[src/rtl/ps2_host_tx.sv]
// ps2_host_tx: host-to-device PS/2 byte transmitter (inhibit, request-to-send, device-clocked shift, ACK check); ports: clk/rst, tx_data/tx_valid/tx_ready request, busy=~tx_ready, ps2_clk_i/ps2_data_i raw lines, ps2_clk_oe/ps2_data_oe pull-low enables, done pulse with err
module ps2_host_tx #(
  parameter int INHIBIT_CYCLES = 10000,
  parameter int REQ_CYCLES = 16,
  parameter int FIRST_TIMEOUT = 1500000,
  parameter int BIT_TIMEOUT = 200000
) (
  input  logic       clk,
  input  logic       rst,
  input  logic [7:0] tx_data,
  input  logic       tx_valid,
  output logic       tx_ready,
  output logic       busy,
  input  logic       ps2_clk_i,
  input  logic       ps2_data_i,
  output logic       ps2_clk_oe,
  output logic       ps2_data_oe,
  output logic       done,
  output logic       err
);
  localparam int MAX_A = INHIBIT_CYCLES > REQ_CYCLES ? INHIBIT_CYCLES : REQ_CYCLES;
  localparam int MAX_B = FIRST_TIMEOUT > BIT_TIMEOUT ? FIRST_TIMEOUT : BIT_TIMEOUT;
  localparam int MAX_P = MAX_A > MAX_B ? MAX_A : MAX_B;
  localparam int CW = $clog2(MAX_P + 1);
  localparam logic [2:0] IDLE = 3'd0, INHIBIT = 3'd1, REQ = 3'd2, SEND = 3'd3,
                         WAIT_IDLE = 3'd4, DONE = 3'd5, FAIL = 3'd6;
  logic [2:0] state;
  logic [CW-1:0] cnt, limit;
  logic [3:0] bitcnt;
  logic [9:0] sh;
  logic drive_low;
  logic clk_s1, clk_s2, clk_prev, data_s1, data_s2, fall;
  assign fall = clk_prev & ~clk_s2;
  assign limit = (state == SEND && bitcnt == 4'd0) ? CW'(FIRST_TIMEOUT) : CW'(BIT_TIMEOUT);
  assign tx_ready = state == IDLE;
  assign busy = ~tx_ready;
  assign ps2_clk_oe = state == INHIBIT || state == REQ;
  assign ps2_data_oe = state == REQ || (state == SEND && drive_low);
  assign done = state == DONE || state == FAIL;
  assign err = state == FAIL;
  always_ff @(posedge clk) begin
    clk_s1 <= ps2_clk_i;
    clk_s2 <= clk_s1;
    clk_prev <= clk_s2;
    data_s1 <= ps2_data_i;
    data_s2 <= data_s1;
    if (rst) begin
      state <= IDLE;
      cnt <= '0;
      bitcnt <= '0;
      sh <= '0;
      drive_low <= 1'b0;
      clk_s1 <= 1'b1;
      clk_s2 <= 1'b1;
      clk_prev <= 1'b1;
      data_s1 <= 1'b1;
      data_s2 <= 1'b1;
    end else begin
      case (state)
        IDLE:
          if (tx_valid) begin
            sh <= {1'b1, ~^tx_data, tx_data};
            cnt <= '0;
            state <= INHIBIT;
          end
        INHIBIT:
          if (cnt == CW'(INHIBIT_CYCLES - 1)) begin
            cnt <= '0;
            state <= REQ;
          end else cnt <= cnt + CW'(1);
        REQ:
          if (cnt == CW'(REQ_CYCLES - 1)) begin
            cnt <= '0;
            bitcnt <= '0;
            drive_low <= 1'b1;
            state <= SEND;
          end else cnt <= cnt + CW'(1);
        SEND:
          if (fall) begin
            cnt <= '0;
            bitcnt <= bitcnt + 4'd1;
            if (bitcnt == 4'd10) state <= data_s2 ? FAIL : WAIT_IDLE;
            else begin
              drive_low <= ~sh[0];
              sh <= sh >> 1;
            end
          end else if (cnt == limit) state <= FAIL;
          else cnt <= cnt + CW'(1);
        WAIT_IDLE:
          if (clk_s2 && data_s2) state <= DONE;
          else if (fall) cnt <= '0;
          else if (cnt == limit) state <= FAIL;
          else cnt <= cnt + CW'(1);
        default: state <= IDLE;
      endcase
    end
  end
endmodule
[config.mk]
export PLATFORM = sky130hd
export DESIGN_NAME = ps2_host_tx
export DESIGN_NICKNAME = d
export VERILOG_FILES = /design/src/rtl/ps2_host_tx.sv
export SDC_FILE = /design/constraint.sdc
export NUM_CORES = 1
export LEC_CHECK = 0
export ABC_AREA = 1
export ABC_CLOCK_PERIOD_IN_PS = 2100
export CORE_MARGIN = 2
export CORE_UTILIZATION = 59
export CTS_CLUSTER_DIAMETER = 120
export DETAILED_ROUTE_END_ITERATION = 6
export GPL_ROUTABILITY_DRIVEN = 0
export GPL_TIMING_DRIVEN = 0
export MAX_ROUTING_LAYER = met4
export PLACE_DENSITY = 0.8
export SLEW_MARGIN = 5
export SYNTH_ARGS = -nofsm -noshare
export SYNTH_HDL_FRONTEND = slang
export SYNTH_SLANG_ARGS = --single-unit
[constraint.sdc]
create_clock -name clk -period 2.1 [get_ports clk]
set_clock_uncertainty 0.1 [all_clocks]
set_input_delay 0.21 -clock clk [delete_from_list [all_inputs] [get_ports clk]]
set_output_delay 0.21 -clock clk [all_outputs]
set_load 0.01 [all_outputs]
# ---- Word level (Yosys, flattened, before mapping)
# Cells that the tools add are included.
dict set report totals {
  in_bits 13
  output_inout_bits 6
  elab_cells 80
  ff_bits 44
}
dict set report op_classes {
  n_addsub 2
  reduce_logical 17
  n_mux 29
  n_eq_ne 18
  bitwise_logic 4
}
# operator n
set op_table {}
lappend op_table {{two-way mux 21 bit} 7}
lappend op_table {{one-hot mux 21 bit (5 select lines)} 1}
lappend op_table {{two-way mux 10 bit} 3}
lappend op_table {{two-way mux 3 bit} 8}
lappend op_table {{adder 21 x 1 -> 21 bit (second input constant)} 1}
lappend op_table {{equality test 21 x 14 -> 1 bit (second input constant)} 1}
lappend op_table {{equality test 21 bit} 1}
lappend op_table {{equality test 21 x 4 -> 1 bit (second input constant)} 1}
lappend op_table {{one-hot mux 10 bit (2 select lines)} 1}
lappend op_table {{one-hot mux 3 bit (5 select lines)} 1}
lappend op_table {{equality test 3 bit (second input constant)} 3}
lappend op_table {{two-way mux 4 bit} 2}
lappend op_table {{!= test 2 bit (second input constant)} 4}
lappend op_table {{one-hot mux 4 bit (2 select lines)} 1}
lappend op_table {{AND reduction 4 bit} 2}
lappend op_table {{XNOR reduction 8 bit} 1}
lappend op_table {{equality test 3 x 2 -> 1 bit (second input constant)} 2}
lappend op_table {{AND reduction 3 bit} 2}
lappend op_table {{AND reduction 5 bit} 1}
lappend op_table {{nonzero test 5 bit} 1}
lappend op_table {{adder 4 x 1 -> 4 bit (second input constant)} 1}
lappend op_table {{equality test 4 bit (second input constant)} 1}
lappend op_table {{logical NOT 4 bit} 1}
lappend op_table {{!= test 2 x 1 -> 1 bit (second input constant)} 2}
lappend op_table {{12 further kinds} 21}

# ---- Longest topological paths before layout
dict set report logic_depth {
  depth_word 8
  mapped_depth 14
  mapped_depth_nobuf 14
}

# ---- Least setup slack after synthesis
# Ideal clock, no wire load.
dict set report synth_timing {
  path_type {register -> register}
  startpoint {register bitcnt[0]}
  endpoint {register cnt[4]}
  setup_slack_ns 0.352
  t_arrival_ns 1.532
  n_path_buf 1
  path_stages_with_launch 14
  setup_time_ns 0.115
  required_time_ns 1.885
  period_less_slack_ns 1.748
  path_cell_list {dfxtp_1 -> inv_1 -> ha_1 -> inv_1 -> nor2_1 -> nand2_1 -> nor2_1 -> nor2_2 -> nand4_4 -> nand2_4 -> inv_2 -> buf_6 -> o21ai_1 -> nor2_1}
}
dict set report synth_between {
  elab_chain_cells 8
}
# item line_no
set synth_lines {}
lappend synth_lines {{start, declared} 29} ;# logic [3:0] bitcnt;
lappend synth_lines {{start signal, assigned} 81} ;# bitcnt <= bitcnt + 4'd1;
lappend synth_lines {{logical NOT 4 bit (*)} 34} ;# assign limit = (state == SEND && bitcnt == 4'd0) ? CW'(FIRST_TIMEOUT) : CW'(BIT_TIMEOUT);
lappend synth_lines {{logical AND 1 bit (*)} 34}
lappend synth_lines {{two-way mux 21 bit (*)} 34}
lappend synth_lines {{equality test 21 bit (*)} {87, 92}}
lappend synth_lines {{two-way mux 21 bit (*) (2 in series)} -}
lappend synth_lines {{two-way mux 21 bit} -}
lappend synth_lines {{one-hot mux 21 bit (5 select lines) (*)} -}
lappend synth_lines {{end signal, assigned} 70} ;# end else cnt <= cnt + CW'(1);
lappend synth_lines {{end signal, assigned} 77} ;# end else cnt <= cnt + CW'(1);
lappend synth_lines {{end signal, assigned} 88} ;# else cnt <= cnt + CW'(1);
lappend synth_lines {{end, declared} 28} ;# logic [CW-1:0] cnt, limit;
# Every way passes the cells marked *; elsewhere a longest branch is shown, timed or not. The select of a mux whose other input is x is not followed.
# A chain may end at the register's enable or synchronous reset.

# ---- Worst setup path in the final report
dict set report layout_timing {
  startpoint {register cnt[0]}
  endpoint {register cnt[9]}
}
dict set report layout_between {
  elab_chain_cells 5
  elab_cells_between_ends 10
  cone_classes {add/sub (1); eq/ne (3); mux (6)}
}
# item line_no
set layout_lines {}
lappend layout_lines {{adder 21 x 1 -> 21 bit or equality test 21 bit (tied branches)} -}
lappend layout_lines {{two-way mux 21 bit} {87, 92}}
lappend layout_lines {{two-way mux 21 bit} 91} ;# else if (fall) cnt <= '0;
lappend layout_lines {{two-way mux 21 bit} 90} ;# if (clk_s2 && data_s2) state <= DONE;
lappend layout_lines {{one-hot mux 21 bit (5 select lines) (*)} 59} ;# case (state)
# Marks and branches as above.

==> metrics.txt <==
# TYPE chip_impl_metric gauge
chip_impl_info{name="path_common_cell",value="sky130_fd_sc_hd__nand3_1"} 1
chip_impl_info{name="tritoncts",value="yes"} 1
chip_impl_metric{name="cp.buffers_inverters",unit=""} 1
chip_impl_metric{name="grt_antenna_before_repair",unit=""} 0
chip_impl_metric{name="globalRouteMet1Util",unit="%"} 32.4
chip_impl_metric{name="synthesis.area_per_instance",unit="µm²"} 6.30
chip_impl_metric{name="drt-total-wl",unit="µm"} 6800
chip_impl_metric{name="timing.reg2reg.worst_path_depth",unit=""} 11
chip_impl_info{name="post-synth-top-count-cell",value="sky130_fd_sc_hd__nand2_1"} 1
chip_impl_metric{name="worstMarginPinSlew",unit="ns"} 0.565
chip_impl_metric{name="post_route_cells_drive_above_1_share",unit="%"} 13.0
chip_impl_info{name="clockRootBuffer",value="sky130_fd_sc_hd__clkbuf_8"} 1
chip_impl_metric{name="cp_max_fo",unit=""} 10
chip_impl_metric{name="holdPathStages",unit=""} 1
chip_impl_metric{name="dpl.hpwl",unit="µm"} 4940
chip_impl_info{name="synth_largest_area_cell",value="sky130_fd_sc_hd__dfxtp_1"} 1
chip_impl_metric{name="timing.final.hold_violations",unit=""} 0
chip_impl_metric{name="io_pins",unit=""} 19
chip_impl_metric{name="first_iter_violations",unit=""} 222
chip_impl_metric{name="row_count",unit=""} 25
chip_impl_metric{name="area_growth_syn_to_layout",unit="%"} 15.2
chip_impl_metric{name="cts.reportedPaths.clkPinSlew",unit="ns"} 0.09
chip_impl_metric{name="drt-vias-per-instance",unit=""} 5.28
chip_impl_metric{name="synth_edf_count",unit=""} 0
chip_impl_metric{name="via_total_after_detailed_routing",unit=""} 2911
chip_impl_metric{name="floorplan.die.height",unit="µm"} 73.8
chip_impl_metric{name="grt_pass1_wl",unit="µm"} 11400
chip_impl_metric{name="routed_wire_length_per_instance",unit="µm"} 12.3
chip_impl_metric{name="io_buffers",unit=""} 18
chip_impl_metric{name="grt-ovfl-total",unit=""} 0
chip_impl_info{name="outcome",value="complete, no violations"} 1
chip_impl_info{name="min-delay-start",value="data_s1"} 1
chip_impl_metric{name="design.die.area",unit="µm²"} 5440
chip_impl_metric{name="num_antenna_cells",unit=""} 0
chip_impl_metric{name="clk_path_buf_depth",unit=""} 2
chip_impl_metric{name="design.core.area",unit="µm²"} 4720
chip_impl_info{name="r2r_start",value="cnt[0]"} 1
chip_impl_metric{name="layout.cell_area.non_filler",unit="µm²"} 3310
chip_impl_metric{name="setup_viol",unit=""} 0
chip_impl_metric{name="post-route-min-period",unit="ns"} 1.97
chip_impl_metric{name="synthesis.instances",unit=""} 456
chip_impl_metric{name="clkSinkCount",unit=""} 44
chip_impl_info{name="timing.rr.end",value="cnt[9]"} 1
chip_impl_metric{name="power_density",unit="nW/µm²"} 1020
chip_impl_metric{name="mappedNetlistArea",unit="µm²"} 2870
chip_impl_metric{name="grt_max_degree",unit=""} 15
chip_impl_metric{name="report.power.total",unit="W"} 0.00336
chip_impl_metric{name="power.share.switching",unit="%"} 41.5
chip_impl_metric{name="grt_pass1_vias",unit=""} 2700
chip_impl_metric{name="power_frac_seq",unit="%"} 34.1
chip_impl_info{name="worstHoldEndpoint",value="data_s2"} 1
chip_impl_metric{name="detail_route.first_pass.iterations",unit=""} 4
chip_impl_metric{name="timing.max_cap.violations",unit=""} 0
chip_impl_metric{name="die_w",unit="µm"} 73.8
chip_impl_metric{name="start_util",unit="%"} 60.8
chip_impl_metric{name="max_freq",unit="MHz"} 509
chip_impl_metric{name="clk-insertion-delay-late",unit="ns"} 0.31
chip_impl_metric{name="yosys_warnings",unit=""} 0
chip_impl_metric{name="globalRouteMet2Util",unit="%"} 47.9
chip_impl_metric{name="slew_headroom",unit="%"} 62.3
chip_impl_metric{name="grtUsageMet3",unit="%"} 4.53
chip_impl_metric{name="pwr-share-clk",unit="%"} 19.9
chip_impl_metric{name="grt_use_total",unit="%"} 27.4
chip_impl_info{name="critical_path_cell_list",value="ha_1 > nand3_1 > nor2_2 > nand3_1 > nand2_1 > nand2_1 > nor2_1 > nand3_2 > buf_6 > nand3_1 > nor2_1"} 1
chip_impl_metric{name="cts_htree_levels",unit=""} 2
chip_impl_info{name="top_usage_layer",value="met2"} 1
chip_impl_metric{name="power.internal",unit="W"} 0.00197
chip_impl_metric{name="synth.yosys.seq_area_share",unit="%"} 30.7
chip_impl_metric{name="p_leak",unit="nW"} 1.48
chip_impl_metric{name="synth-seq-cells",unit=""} 44
chip_impl_metric{name="syn_nets",unit=""} 474
chip_impl_info{name="top_cells_by_area_in_the_synthesized_netlist",value="sky130_fd_sc_hd__dfxtp_1 (31%), sky130_fd_sc_hd__nand2_1 (16%), sky130_fd_sc_hd__nand3_1 (7.8%), sky130_fd_sc_hd__nor2_1 (7.6%), sky130_fd_sc_hd__inv_1 (6.5%)"} 1
chip_impl_metric{name="setup_slack_of_the_worst_register_to_register_path",unit="ns"} 0.13
chip_impl_metric{name="postPlaceCellArea",unit="µm²"} 3140
chip_impl_metric{name="totalNegativeSetupSlack",unit="ns"} 0
chip_impl_info{name="launching_element_type_of_the_critical_path",value="flip-flop"} 1
chip_impl_metric{name="library_cells_used_by_synthesis",unit=""} 32
chip_impl_info{name="critical_path.endpoint_type",value="flip-flop"} 1
chip_impl_metric{name="report.final.slew_viol_count",unit=""} 0
chip_impl_metric{name="critPathArrivalTime",unit="ns"} 2.07
chip_impl_metric{name="synth.top_cell.area_share",unit="%"} 30.7
chip_impl_info{name="ys_top_cells_by_count",value="sky130_fd_sc_hd__nand2_1 (119), sky130_fd_sc_hd__nor2_1 (58), sky130_fd_sc_hd__inv_1 (50)"} 1
chip_impl_metric{name="pwr-share-comb",unit="%"} 46.0
chip_impl_metric{name="fin_crit_sh",unit="%"} 93.6
chip_impl_info{name="critical_path.top_delay_family",value="simple AND/OR/NAND/NOR gates"} 1
chip_impl_metric{name="final_core_utilization",unit="%"} 70.0
chip_impl_info{name="worst_path_max_delay_cell",value="sky130_fd_sc_hd__dfxtp_1"} 1
chip_impl_info{name="grt_setup_unrepaired",value="yes"} 1
chip_impl_metric{name="antenna_violating_nets_post_route",unit=""} 0
chip_impl_info{name="dominant_register_cell_in_the_synthesized_netlist",value="sky130_fd_sc_hd__dfxtp_1"} 1
chip_impl_metric{name="async_reset_ff_share",unit="%"} 0
chip_impl_metric{name="worst-endpoint-required",unit="ns"} 2.21
chip_impl_metric{name="nets",unit=""} 501
chip_impl_metric{name="vdd_drop_max",unit="V"} 0.000625
chip_impl_metric{name="net-switching-power",unit="W"} 0.00139
chip_impl_info{name="worstSetupPathType",value="flip-flop to flip-flop"} 1
chip_impl_metric{name="cts_made_buffers",unit=""} 5
chip_impl_metric{name="drt_drc_violations_left",unit=""} 0
chip_impl_metric{name="timing.critical_path.slowest_cell_delay",unit="ns"} 0.38
chip_impl_info{name="worstHoldPathType",value="flip-flop to flip-flop"} 1
through the flow:
stage / setup WS, ns / hold slack (ns) / std cells
after floorplan: 0.352 / 0.214 / 456
after global placement: 0.116 / 0.295 / 541
after detailed placement: 0.0739 / 0.298 / 541
after CTS: 0.0128 / 0.320 / 549
after global routing: -0.0350 / 0.328 / 551
final: 0.135 / 0.317 / 551
cells in the final DEF (no fill, tap or decap), types with 2 or more instances in the layout:
master and n:
sky130_fd_sc_hd__nand2_1 119, sky130_fd_sc_hd__nor2_1 55, sky130_fd_sc_hd__inv_1 50, sky130_fd_sc_hd__nand3_1 44
sky130_fd_sc_hd__dfxtp_1 41, sky130_fd_sc_hd__o21ai_0 19, sky130_fd_sc_hd__clkdlybuf4s50_1 15, sky130_fd_sc_hd__a31oi_1 13
sky130_fd_sc_hd__a21oi_1 12, sky130_fd_sc_hd__inv_2 10, sky130_fd_sc_hd__nor2_2 9, sky130_fd_sc_hd__o21ai_1 9
sky130_fd_sc_hd__nand4_1 8, sky130_fd_sc_hd__nor3_1 6, sky130_fd_sc_hd__xnor2_1 6, sky130_fd_sc_hd__buf_4 5
sky130_fd_sc_hd__or2_2 5, sky130_fd_sc_hd__ha_1 5, sky130_fd_sc_hd__clkbuf_8 5, sky130_fd_sc_hd__clkbuf_1 4
sky130_fd_sc_hd__nand3b_1 4, sky130_fd_sc_hd__buf_6 4, sky130_fd_sc_hd__xor2_1 4, sky130_fd_sc_hd__nand3_2 3
sky130_fd_sc_hd__buf_2 3, sky130_fd_sc_hd__clkinv_1 3, sky130_fd_sc_hd__dfxtp_2 3, sky130_fd_sc_hd__nor2_4 2
sky130_fd_sc_hd__nand2_2 2, sky130_fd_sc_hd__nand2_4 2, sky130_fd_sc_hd__dlygate4sd2_1 2
kinds of logic (layout without fill, tap and decap cells):
logic type                 count (synthesis)  after routing  share of synthesized area, %
AOI/OAI and AO/OA                         54             54                          10.1
xor gates and xnor gates                  10             10                          3.05
adders and majority gates                  5              5                          2.18
buffers and inverters                     78            106                          11.7
DFF                                       44             44                          30.7
and+or+nand+nor                          265            265                          42.3
power groups by stage:
stage               registers, W  clock network (W)  logic [W]
floorplan                0.00113                  0    0.00111
global placement         0.00115                  0    0.00146
detailed placement       0.00116                  0    0.00149
CTS                      0.00114           0.000678    0.00153
global route             0.00117           0.000705    0.00172
finish                   0.00115           0.000667    0.00155
how the worst max path moves through the flow:
stage	startpoint	end	slack, ns	cells after the start
final	cnt[0]	cnt[9]	0.13	11
after global routing	cnt[0]	cnt[9]	-0.04	11
after CTS	state[0]	ps2_clk_oe	0.01	7
after detailed placement	cnt[1]	cnt[7]	0.07	8
after global placement	cnt[1]	cnt[8]	0.12	8
after floorplan	bitcnt[0]	cnt[4]	0.35	13
final cells by class:
cell class                 instances  area (µm²)
sequential                        44         885
clock inverter                     3        42.5
timing repair buffer              20         195
tap                               67        83.8
buffer                            15         105
clock buffer                       5        68.8
fill                             411        1420
inverter                          63         236
multi-input combinational        334        1690
state kept, by name, summed over array words and instances (netlist names):
register / cells
bitcnt: 4
clk_prev: 1
clk_s1: 1
clk_s2: 1
cnt: 21
data_s1: 1
data_s2: 1
drive_low: 1
sh: 10
state: 3
timing repair:
action / in CTS / in global routing
setup endpoints to repair: 3 / 26
gates cloned: 0 / 0
gates resized for setup: 8 / 8
buffers inserted: 0 / 2
pin swaps: 0 / 1
hold buffers: 0 / 0
layer usage:
metal | vias to the layer above | share of wire (%) | routed length, µm
li1 | 1497 | - | -
met1 | 1337 | 45 | 3030
met2 | 71 | 50 | 3390
met3 | 6 | 4.8 | 325
met4 | 0 | 0.72 | 49
met5 | - | 0 | 0
worst reg2reg max path, delay by kind of cell (launching register included):
kind	cells	cell delay (ns)
fa+ha+maj	1	0.20
simple gates	9	1.04
buf+inv	1	0.16
flops	1	0.38
Power figures use the tool's default switching activity.
